===== config.mk =====
export PLATFORM = sky130hd
export DESIGN_NAME = serial_word_packer_flat
export DESIGN_NICKNAME = d
export VERILOG_FILES = /design/src/rtl/serial_word_packer_pkg.sv /design/src/rtl/serial_word_packer_if.sv /design/src/rtl/serial_word_packer_fifo2.sv /design/src/rtl/serial_word_packer.sv /design/src/flat_wrapper.sv
export SDC_FILE = /design/constraint.sdc
export NUM_CORES = 1
export LEC_CHECK = 0
export CAP_MARGIN = 25
export CORE_MARGIN = 8
export CORE_UTILIZATION = 55
export DETAILED_ROUTE_END_ITERATION = 16
export HOLD_SLACK_MARGIN = 0.08
export PLACE_DENSITY = 0.76
export SLEW_MARGIN = 20
export SYNTH_ARGS = -nofsm -noshare
export SYNTH_HDL_FRONTEND = slang
export SYNTH_SLANG_ARGS = --single-unit
export TNS_END_PERCENT = 50

===== constraint.sdc =====
create_clock -name clk -period 3.7 [get_ports clk]
set_input_delay 0.925 -clock clk [delete_from_list [all_inputs] [get_ports clk]]
set_output_delay 0.925 -clock clk [all_outputs]
set_load 0.01 [all_outputs]

===== src/rtl/serial_word_packer_pkg.sv =====
// Shared types and constants for the serial word packer.
package serial_packer_pkg;

  typedef enum logic {
    COLLECT    = 1'b0,
    FLUSH_WAIT = 1'b1
  } packer_state_e;

  localparam int PACKER_FIFO_DEPTH = 2;
  localparam int PACKER_WCNT_W     = 16;

endpackage


===== src/rtl/serial_word_packer_if.sv =====
// Handshake bundle between the packer and its bit source / word consumer.
interface serial_word_packer_if #(
  parameter int WIDTH = 8
);
  logic             clr;
  logic             bit_in;
  logic             bit_valid;
  logic             bit_ready;
  logic             flush;
  logic [WIDTH-1:0] word_out;
  logic             word_valid;
  logic             word_ready;
  logic             busy;

  modport master (
    output clr, bit_in, bit_valid, flush, word_ready,
    input  bit_ready, word_out, word_valid, busy
  );

  modport slave (
    input  clr, bit_in, bit_valid, flush, word_ready,
    output bit_ready, word_out, word_valid, busy
  );
endinterface


===== src/rtl/serial_word_packer_fifo2.sv =====
// Two-entry output buffer; push and pop may coincide even when full.
module packer_fifo2
  import serial_packer_pkg::*;
#(
  parameter int WIDTH = 8
) (
  input  logic             clk,
  input  logic             rst,
  input  logic             clr,
  input  logic             push_i,
  input  logic             pop_i,
  input  logic [WIDTH-1:0] din_i,
  output logic [WIDTH-1:0] head_o,
  output logic [1:0]       count_o
);
  logic [WIDTH-1:0] mem0_q, mem0_d, mem1_q, mem1_d;
  logic [1:0]       count_q, count_d;
  logic             pop_ok, push_ok;

  always_comb begin
    mem0_d  = mem0_q;
    mem1_d  = mem1_q;
    count_d = count_q;
    pop_ok  = pop_i && (count_q != 2'd0);
    push_ok = push_i && ((count_q < 2'(PACKER_FIFO_DEPTH)) || pop_ok);
    case ({push_ok, pop_ok})
      2'b10: begin
        if (count_q == 2'd0) mem0_d = din_i;
        else                 mem1_d = din_i;
        count_d = count_q + 2'd1;
      end
      2'b01: begin
        mem0_d  = mem1_q;
        count_d = count_q - 2'd1;
      end
      2'b11: begin
        // Count unchanged; the new word slots in behind the survivor.
        if (count_q == 2'd1) begin
          mem0_d = din_i;
        end else begin
          mem0_d = mem1_q;
          mem1_d = din_i;
        end
      end
      default: ;
    endcase
  end

  always_ff @(posedge clk or posedge rst) begin
    if (rst) begin
      mem0_q  <= '0;
      mem1_q  <= '0;
      count_q <= 2'd0;
    end else if (clr) begin
      mem0_q  <= '0;
      mem1_q  <= '0;
      count_q <= 2'd0;
    end else begin
      mem0_q  <= mem0_d;
      mem1_q  <= mem1_d;
      count_q <= count_d;
    end
  end

  assign head_o  = mem0_q;
  assign count_o = count_q;
endmodule


===== src/rtl/serial_word_packer.sv =====
// Packs an MSB-first serial bit stream into WIDTH-bit words with flush/clear.
// Optional word counter output enabled by SERIAL_PACKER_WORDCNT_EN.
module serial_word_packer
  import serial_packer_pkg::*;
#(
  parameter int WIDTH = 8
) (
  input logic clk,
  input logic rst,
  serial_word_packer_if.slave pif
`ifdef SERIAL_PACKER_WORDCNT_EN
  , output logic [PACKER_WCNT_W-1:0] word_count
`endif
);
  localparam int CNT_W = $clog2(WIDTH);
  localparam logic [CNT_W-1:0] LAST = CNT_W'(WIDTH - 1);

  packer_state_e    state_q, state_d;
  logic [WIDTH-1:0] acc_q, acc_d, acc_shift, pad_word, push_word;
  logic [CNT_W-1:0] cnt_q, cnt_d;
  logic [1:0]       fifo_count;
  logic             ready, accept, push, pop, wvalid;

  assign ready     = (state_q == COLLECT) &&
                     ((cnt_q != LAST) || (fifo_count < 2'(PACKER_FIFO_DEPTH)));
  assign wvalid    = (fifo_count != 2'd0);
  assign accept    = pif.bit_valid && ready;
  assign pop       = wvalid && pif.word_ready;
  assign acc_shift = {acc_q[WIDTH-2:0], pif.bit_in};
  // Only the low cnt_q bits of acc_q are live; the shift discards stale upper bits.
  assign pad_word  = acc_q << (WIDTH - int'(cnt_q));

  always_comb begin
    state_d   = state_q;
    acc_d     = acc_q;
    cnt_d     = cnt_q;
    push      = 1'b0;
    push_word = acc_shift;
    case (state_q)
      COLLECT: begin
        if (accept) begin
          acc_d = acc_shift;
          if (cnt_q == LAST) begin
            push  = 1'b1;
            cnt_d = '0;
          end else begin
            cnt_d = cnt_q + 1'b1;
          end
        end
        if (pif.flush && (cnt_d != '0)) state_d = FLUSH_WAIT;
      end
      FLUSH_WAIT: begin
        if ((fifo_count < 2'(PACKER_FIFO_DEPTH)) || pop) begin
          push      = 1'b1;
          push_word = pad_word;
          cnt_d     = '0;
          state_d   = COLLECT;
        end
      end
      default: state_d = COLLECT;
    endcase
  end

  always_ff @(posedge clk or posedge rst) begin
    if (rst) begin
      state_q <= COLLECT;
      acc_q   <= '0;
      cnt_q   <= '0;
    end else if (pif.clr) begin
      state_q <= COLLECT;
      acc_q   <= '0;
      cnt_q   <= '0;
    end else begin
      state_q <= state_d;
      acc_q   <= acc_d;
      cnt_q   <= cnt_d;
    end
  end

  packer_fifo2 #(.WIDTH(WIDTH)) u_fifo (
    .clk     (clk),
    .rst     (rst),
    .clr     (pif.clr),
    .push_i  (push),
    .pop_i   (pop),
    .din_i   (push_word),
    .head_o  (pif.word_out),
    .count_o (fifo_count)
  );

  assign pif.bit_ready  = ready;
  assign pif.word_valid = wvalid;
  assign pif.busy       = (cnt_q != '0) || (state_q == FLUSH_WAIT) || wvalid;

`ifdef SERIAL_PACKER_WORDCNT_EN
  logic [PACKER_WCNT_W-1:0] wcnt_q;

  always_ff @(posedge clk or posedge rst) begin
    if (rst)                                    wcnt_q <= '0;
    else if (pif.clr)                           wcnt_q <= '0;
    else if (push && (wcnt_q != '1))            wcnt_q <= wcnt_q + 1'b1;
  end

  assign word_count = wcnt_q;
`endif
endmodule

===== src/flat_wrapper.sv =====
// flat-port wrapper written by rule: the top's interface ports become plain ports
module serial_word_packer_flat import serial_packer_pkg::*;
#(
  parameter int WIDTH = 8
)
  (clk, rst, pif_clr, pif_bit_in, pif_bit_valid, pif_flush, pif_word_ready, pif_bit_ready, pif_word_out, pif_word_valid, pif_busy);
  serial_word_packer_if #(.WIDTH(WIDTH)) pif_i ();
  input logic clk;
  input logic rst;
  input wire logic [$bits(pif_i.clr)-1:0] pif_clr;
  input wire logic [$bits(pif_i.bit_in)-1:0] pif_bit_in;
  input wire logic [$bits(pif_i.bit_valid)-1:0] pif_bit_valid;
  input wire logic [$bits(pif_i.flush)-1:0] pif_flush;
  input wire logic [$bits(pif_i.word_ready)-1:0] pif_word_ready;
  output wire logic [$bits(pif_i.bit_ready)-1:0] pif_bit_ready;
  output wire logic [$bits(pif_i.word_out)-1:0] pif_word_out;
  output wire logic [$bits(pif_i.word_valid)-1:0] pif_word_valid;
  output wire logic [$bits(pif_i.busy)-1:0] pif_busy;
  assign pif_i.clr = pif_clr;
  assign pif_i.bit_in = pif_bit_in;
  assign pif_i.bit_valid = pif_bit_valid;
  assign pif_i.flush = pif_flush;
  assign pif_i.word_ready = pif_word_ready;
  assign pif_bit_ready = pif_i.bit_ready;
  assign pif_word_out = pif_i.word_out;
  assign pif_word_valid = pif_i.word_valid;
  assign pif_busy = pif_i.busy;
  serial_word_packer #(.WIDTH(WIDTH)) u_core (.clk(clk), .rst(rst), .pif(pif_i));
endmodule

==> impl_metrics.ini, run 1 <==
[floorplanning]
io_pins = 18
die_area_um2 = 5880
die_w_um = 76.7
chipHeight_um = 76.7
rows = 22
start_util = 0.562
core_um2 = 3610

[route]
via_count = 1843
ant_nets = 0
vias_per_cell = 5.95
drc = 0
drtPass1Iterations = 4
drt_iter0_markers = 119
wl_mm = 4.67
wl_per_cell_um = 15.1

[power]
p_leak_nw = 0.951
vdd_drop_max_mv = 0.300
power_per_cell_area_nw_per_um2 = 518

[cts]
cts_resized = 0
cts_setup_buffers = 0
cts_tree = done
cts_max_level = 2
clkTransAtPathRegs_ps = 60
cts-hold-fix-buffers = 0
cts_buffers = 5
root_buffer = clkbuf_8
cts.path.max_buffers = 2
clk_latency_ps = 280
cts_sinks = 30

[setup_path]
worst_path_max_delay_cell = a21oi_2
crit_buf_inv = 1
cp.arrival_ps = 3100
critPathKind = reg2reg
critPathMaxFanout = 15
worstPathCellList = ha_1, ha_1, a21oi_1, and2_1, a21oi_1, a21o_1, inv_1, ha_1, nor2b_1, a21oi_1, a21oi_2, nor2_1, a211oi_1
worstSetupStartpointType = register
crit_family = compound AO/OA/AOI/OAI gates
critical_path_required_ps = 3880
end_kind = register
slowest_delay_ps = 470

[yosys]
avgSynthCellArea_um2 = 8.21
synth_cells = 247
synth_top_flop_cell = dfrtp_1
synthesis.nets = 263
ys_ff_latch = 30
synth_top_area_frac = 0.370
synth_area_leaders = dfrtp_1, a21oi_1, nand2_1
yosys.area.top_type = dfrtp_1
yosysUniqueCellTypes = 43
synth_edf_count = 0
synthArstFlopShare = 1.00
ys_seq_area_frac = 0.370
syn_area_um2 = 2030
ys_warn_count = 0

[sta]
slew_viol_final = 0
min_period_over_period = 0.789
tns_ps = 0
rsz0062_at_grt = no
hold_viol = 0
skew_ps = 6.64
finalCriticalPeriod_ps = 2920
relSlewSlack = 0.585
tightest_slew_ps = 620
finalSetupViolCount = 0
whs_ps = 477
max_freq_ghz = 0.343

[grt]
first_global_vias = 1793
antenna_found_initial = 0
grt_pass1_wl_mm = 8.42
grt_max_degree = 31
gr-total-overflow = 0
grtUsageTotal = 0.168

[status]
outcome = complete, no violations

[place]
io_buffers = 17
place_congestion = 0.962
dp_hpwl_mm = 3.34

[flow_run]
maxCapViolCount = 0

[min_path]
hold_class = reg2reg

[finish]
layout-area-overhead-vs-synth_pct = 14.8
fin_nets = 277
final_common_cell = a21oi_1
final_cell_mix = a21oi_1, nand2_1, dfrtp_1, nor2_1, clkdlybuf4s50_1
num_antenna_cells = 0
final_layout_size_suffix_gt1_frac = 0.0840
sequential cells by signal (all words and copies together) (netlist names):
register / count
u_core.state_q: 1
u_core.u_fifo.head_o: 8
u_core.u_fifo.count_o: 2
u_core.cnt_q: 3
u_core.u_fifo.mem1_q: 8
u_core.acc_q: 8
cells by family (layout without fill, tap and decap cells):
group,after synthesis,after routing,share of synthesized area
muxes,11,11,0.0636
buffers and inverters,32,47,0.0648
xor gates and xnor gates,1,1,0.00432
DFF,30,30,0.370
AOI/OAI and AO/OA,86,86,0.273
adders and majority gates,9,9,0.0556
and+or+nand+nor,78,78,0.168
cell type report:
| type | instances | area (µm²) |
|---|---|---|
| well taps | 48 | 60.1 |
| fillers | 301 | 1280 |
| clock buffers | 7 | 86.3 |
| flip-flops and latches | 30 | 751 |
| inverters | 15 | 56.3 |
| repair buffers | 24 | 223 |
| clock inverters | 1 | 5.00 |
| multi-input cells | 185 | 1140 |
Yosys cell counts, types with 2 or more instances:
library cell,n
a211oi_1,7
a21boi_0,2
a21oi_1,36
a22oi_1,3
a2bb2oi_1,2
a31oi_1,3
a32o_1,2
a32oi_1,5
buf_2,3
clkbuf_1,13
dfrtp_1,30
ha_1,9
inv_1,15
mux2_1,2
mux2_2,3
mux2i_1,5
nand2_1,34
nand2b_1,3
nand3_1,2
nor2_1,25
nor2b_1,5
nor3_1,3
o2111ai_1,2
o211ai_1,2
o21ai_0,9
o21ai_1,4
o2bb2ai_1,2
worst register-to-register path: stages (launching register included):
cell	delay, ps
dfrtp_1	430
ha_1	210
ha_1	230
a21oi_1	240
and2_1	180
a21oi_1	70
a21o_1	170
inv_1	70
ha_1	190
nor2b_1	180
a21oi_1	70
a21oi_2	470
nor2_1	90
a211oi_1	240
metal layers:
layer	vias up	part of all wire	track usage
met4	0	0.0090	0.0519
met5	-	0	0
met2	51	0.47	0.280
met3	5	0.051	0.0396
met1	885	0.47	0.208
li1	902	-	-
power breakdown:
| group | leakage (nW) | internal, W | total (W) | switching [W] |
|---|---|---|---|---|
| Sequential | 0.414 | 0.000367 | 0.000404 | 0.0000363 |
| Combinational | 0.489 | 0.000215 | 0.000533 | 0.000318 |
| Clock | 0.0482 | 0.000150 | 0.000269 | 0.000120 |
| Total | 0.951 | 0.000732 | 0.00121 | 0.000474 |
worst paths after layout:
path / from / to / slack (ps) / cells after the start
worst max-delay path: u_core.cnt_q[1] / u_core.u_fifo.mem1_q[0] / 780 / 13
worst min-delay path: u_core.u_fifo.head_o[2] / u_core.u_fifo.head_o[2] / 480 / 2
worst max register to register: u_core.cnt_q[1] / u_core.u_fifo.mem1_q[0] / 780 / 13
worst min register to register: u_core.u_fifo.head_o[2] / u_core.u_fifo.head_o[2] / 480 / 2
max in group asynchronous: rst / u_core.state_q / 2400 / 3
min in group asynchronous: rst / u_core.u_fifo.mem1_q[2] / 1020 / 3
through the flow:
stage | area, µm² | setup WS, ps | cells | utilization | total power, W
3_3_place_gp | 2230 | 530 | 302 | 0.620 | 0.000929
3_5_place_dp | 2230 | 503 | 302 | 0.620 | 0.000941
4_1_cts | 2330 | 789 | 310 | 0.645 | 0.00121
5_1_grt | 2330 | 451 | 310 | 0.645 | 0.00130
2_1_floorplan | 2030 | 762 | 247 | - | 0.000776
6_report | 2330 | 782 | 310 | 0.645 | 0.00121
Power figures use the tool's default switching activity.
==> run 2, diff against run 1 <==
- CORE_UTILIZATION: 55 -> 52
- PLACE_DENSITY: 0.76 -> 0.75
- clock period: 3.7 -> 2.6 ns (I/O delays scaled with it)
==> run 2 against run 1 <==
  * Combinational power is 71% higher
  * Clock skew is essentially flat
  * Worst setup slack worse by 640 ps
  * Register-to-register slack got worse by 640 ps
  * Critical endpoint is now u_core.u_fifo.head_o[7]
  * Largest cell class unchanged
  * Largest power group unchanged
  * Highest routed layer unchanged
==> impl_metrics.ini, run 2 (same netlist as run 1, synthesis figures left out) <==
[cts]
clk_latency_ps = 290
cts.path.max_buffers = 2
root_buffer = clkbuf_8
clkTransAtPathRegs_ps = 70
cts_max_level = 2
cts_sinks = 30
cts-hold-fix-buffers = 0
cts_tree = done
cts_buffers = 5

[power]
p_sw_w = 0.000743
finalPower_w = 0.00188
p_leak_nw = 1.04
seqPwrFrac = 0.301
p_int_w = 0.00114
power.share.clock = 0.216
switching_share = 0.395
vdd_drop_max_mv = 0.382
power_per_cell_area_nw_per_um2 = 744
combPwrFrac = 0.483

[finish]
design_area_um2 = 2530
stdcell_count = 325
layout-area-overhead-vs-synth_pct = 24.9
final_cell_mix = a21oi_1, nand2_1, dfrtp_1, nor2_1, buf_4
final_layout_size_suffix_gt1_frac = 0.177
num_antenna_cells = 0
fin_util = 0.681
fin_nets = 292

[grt]
grt_max_degree = 31
grt_pass1_wl_mm = 8.31
grtUsageTotal = 0.164
first_global_vias = 1768
antenna_found_initial = 0
gr-total-overflow = 0

[sta]
finalCriticalPeriod_ps = 2460
max_freq_ghz = 0.407
min_period_over_period = 0.944
relSlewSlack = 0.568
skew_ps = 6.62
final.setup.worst_slack_ps = 145
tightest_slew_ps = 648
hold_viol = 0
slew_viol_final = 0
finalSetupViolCount = 0

[flow_run]
maxCapViolCount = 0

[setup_path]
critPathMaxFanout = 9
r2r_slack_ps = 140
critical_path_required_ps = 2770
worstSetupStartpointType = register
critPathKind = reg2reg
end_kind = register
cp.arrival_ps = 2620

[route]
wl_per_cell_um = 15.2
vias_per_cell = 5.82
drt_iter0_markers = 170
ant_nets = 0
wl_mm = 4.94
drtPass1Iterations = 4
drc = 0
via_count = 1892

[min_path]
hold_class = reg2reg

[place]
dp_cells = 316
io_buffers = 17
place_area_um2 = 2380
place_congestion = 1.00
dp_hpwl_mm = 3.53
preCtsSetupSlack_ps = -80.4

[floorplanning]
core_um2 = 3720
rows = 22
io_pins = 18
die_w_um = 78.4
chipHeight_um = 78.4
start_util = 0.545
die_area_um2 = 6150

[status]
outcome = complete, no violations
[run 2: worst max-delay path, stage by stage, from the launching register on]
cell     delay (ps)
dfrtp_1         400
ha_2            200
ha_4            180
a21oi_4         130
and2_4          160
a21oi_1          60
a21o_1          180
inv_1           110
ha_2            240
inv_1            60
a21oi_2         140
nor2_1           60
buf_4           170
a22oi_1         180
a21oi_1          60
[run 2: layout make-up]
cell class	instances	area, µm²
Clock inverter	2	12.5
Tap cell	48	60.1
Clock buffer	6	82.6
Fill cell	306	1180
Sequential cell	30	751
Multi-Input combinational cell	185	1210
Timing Repair Buffer	39	354
Inverter	15	56.3
[run 2: worst paths after layout]
| path | from | cells after the start | end |
|---|---|---|---|
| worst min-delay path | u_core.u_fifo.head_o[2] | 2 | u_core.u_fifo.head_o[2] |
| worst max-delay path | u_core.cnt_q[0] | 14 | u_core.u_fifo.head_o[7] |
| min in group asynchronous | rst | 3 | u_core.acc_q[7] |
| max in group asynchronous | rst | 3 | u_core.acc_q[0] |
| worst max register to register | u_core.cnt_q[0] | 14 | u_core.u_fifo.head_o[7] |
| worst min register to register | u_core.u_fifo.head_o[2] | 2 | u_core.u_fifo.head_o[2] |
[run 2: what timing repair did]
item | CTS | global route
setup endpoints to repair | 1 | 10
resized for setup | 1 | 13
pin swaps | 0 | 1
cloned | 0 | 1
buffers inserted | 0 | 0
[run 2: layer usage]
metal | part of all wire | GRT usage
met5 | 0 | 0
met4 | 0.0095 | 0.0574
met3 | 0.043 | 0.0308
met2 | 0.48 | 0.264
met1 | 0.46 | 0.214
[run 2: per-stage QoR]
step                hold WS, ps  setup TNS [ps]
CTS                         482               0
global placement            464           -71.1
detailed placement          464            -843
global route                535           -3.98
finish                      479               0
floorplan                   501               0
[run 2: power groups by stage]
stage,sequential (W),combinational (W),clock [W]
2_1_floorplan,0.000581,0.000539,0
3_3_place_gp,0.000572,0.000845,0
3_5_place_dp,0.000575,0.000859,0
4_1_cts,0.000566,0.000863,0.000409
5_1_grt,0.000574,0.00100,0.000429
6_report,0.000566,0.000910,0.000406
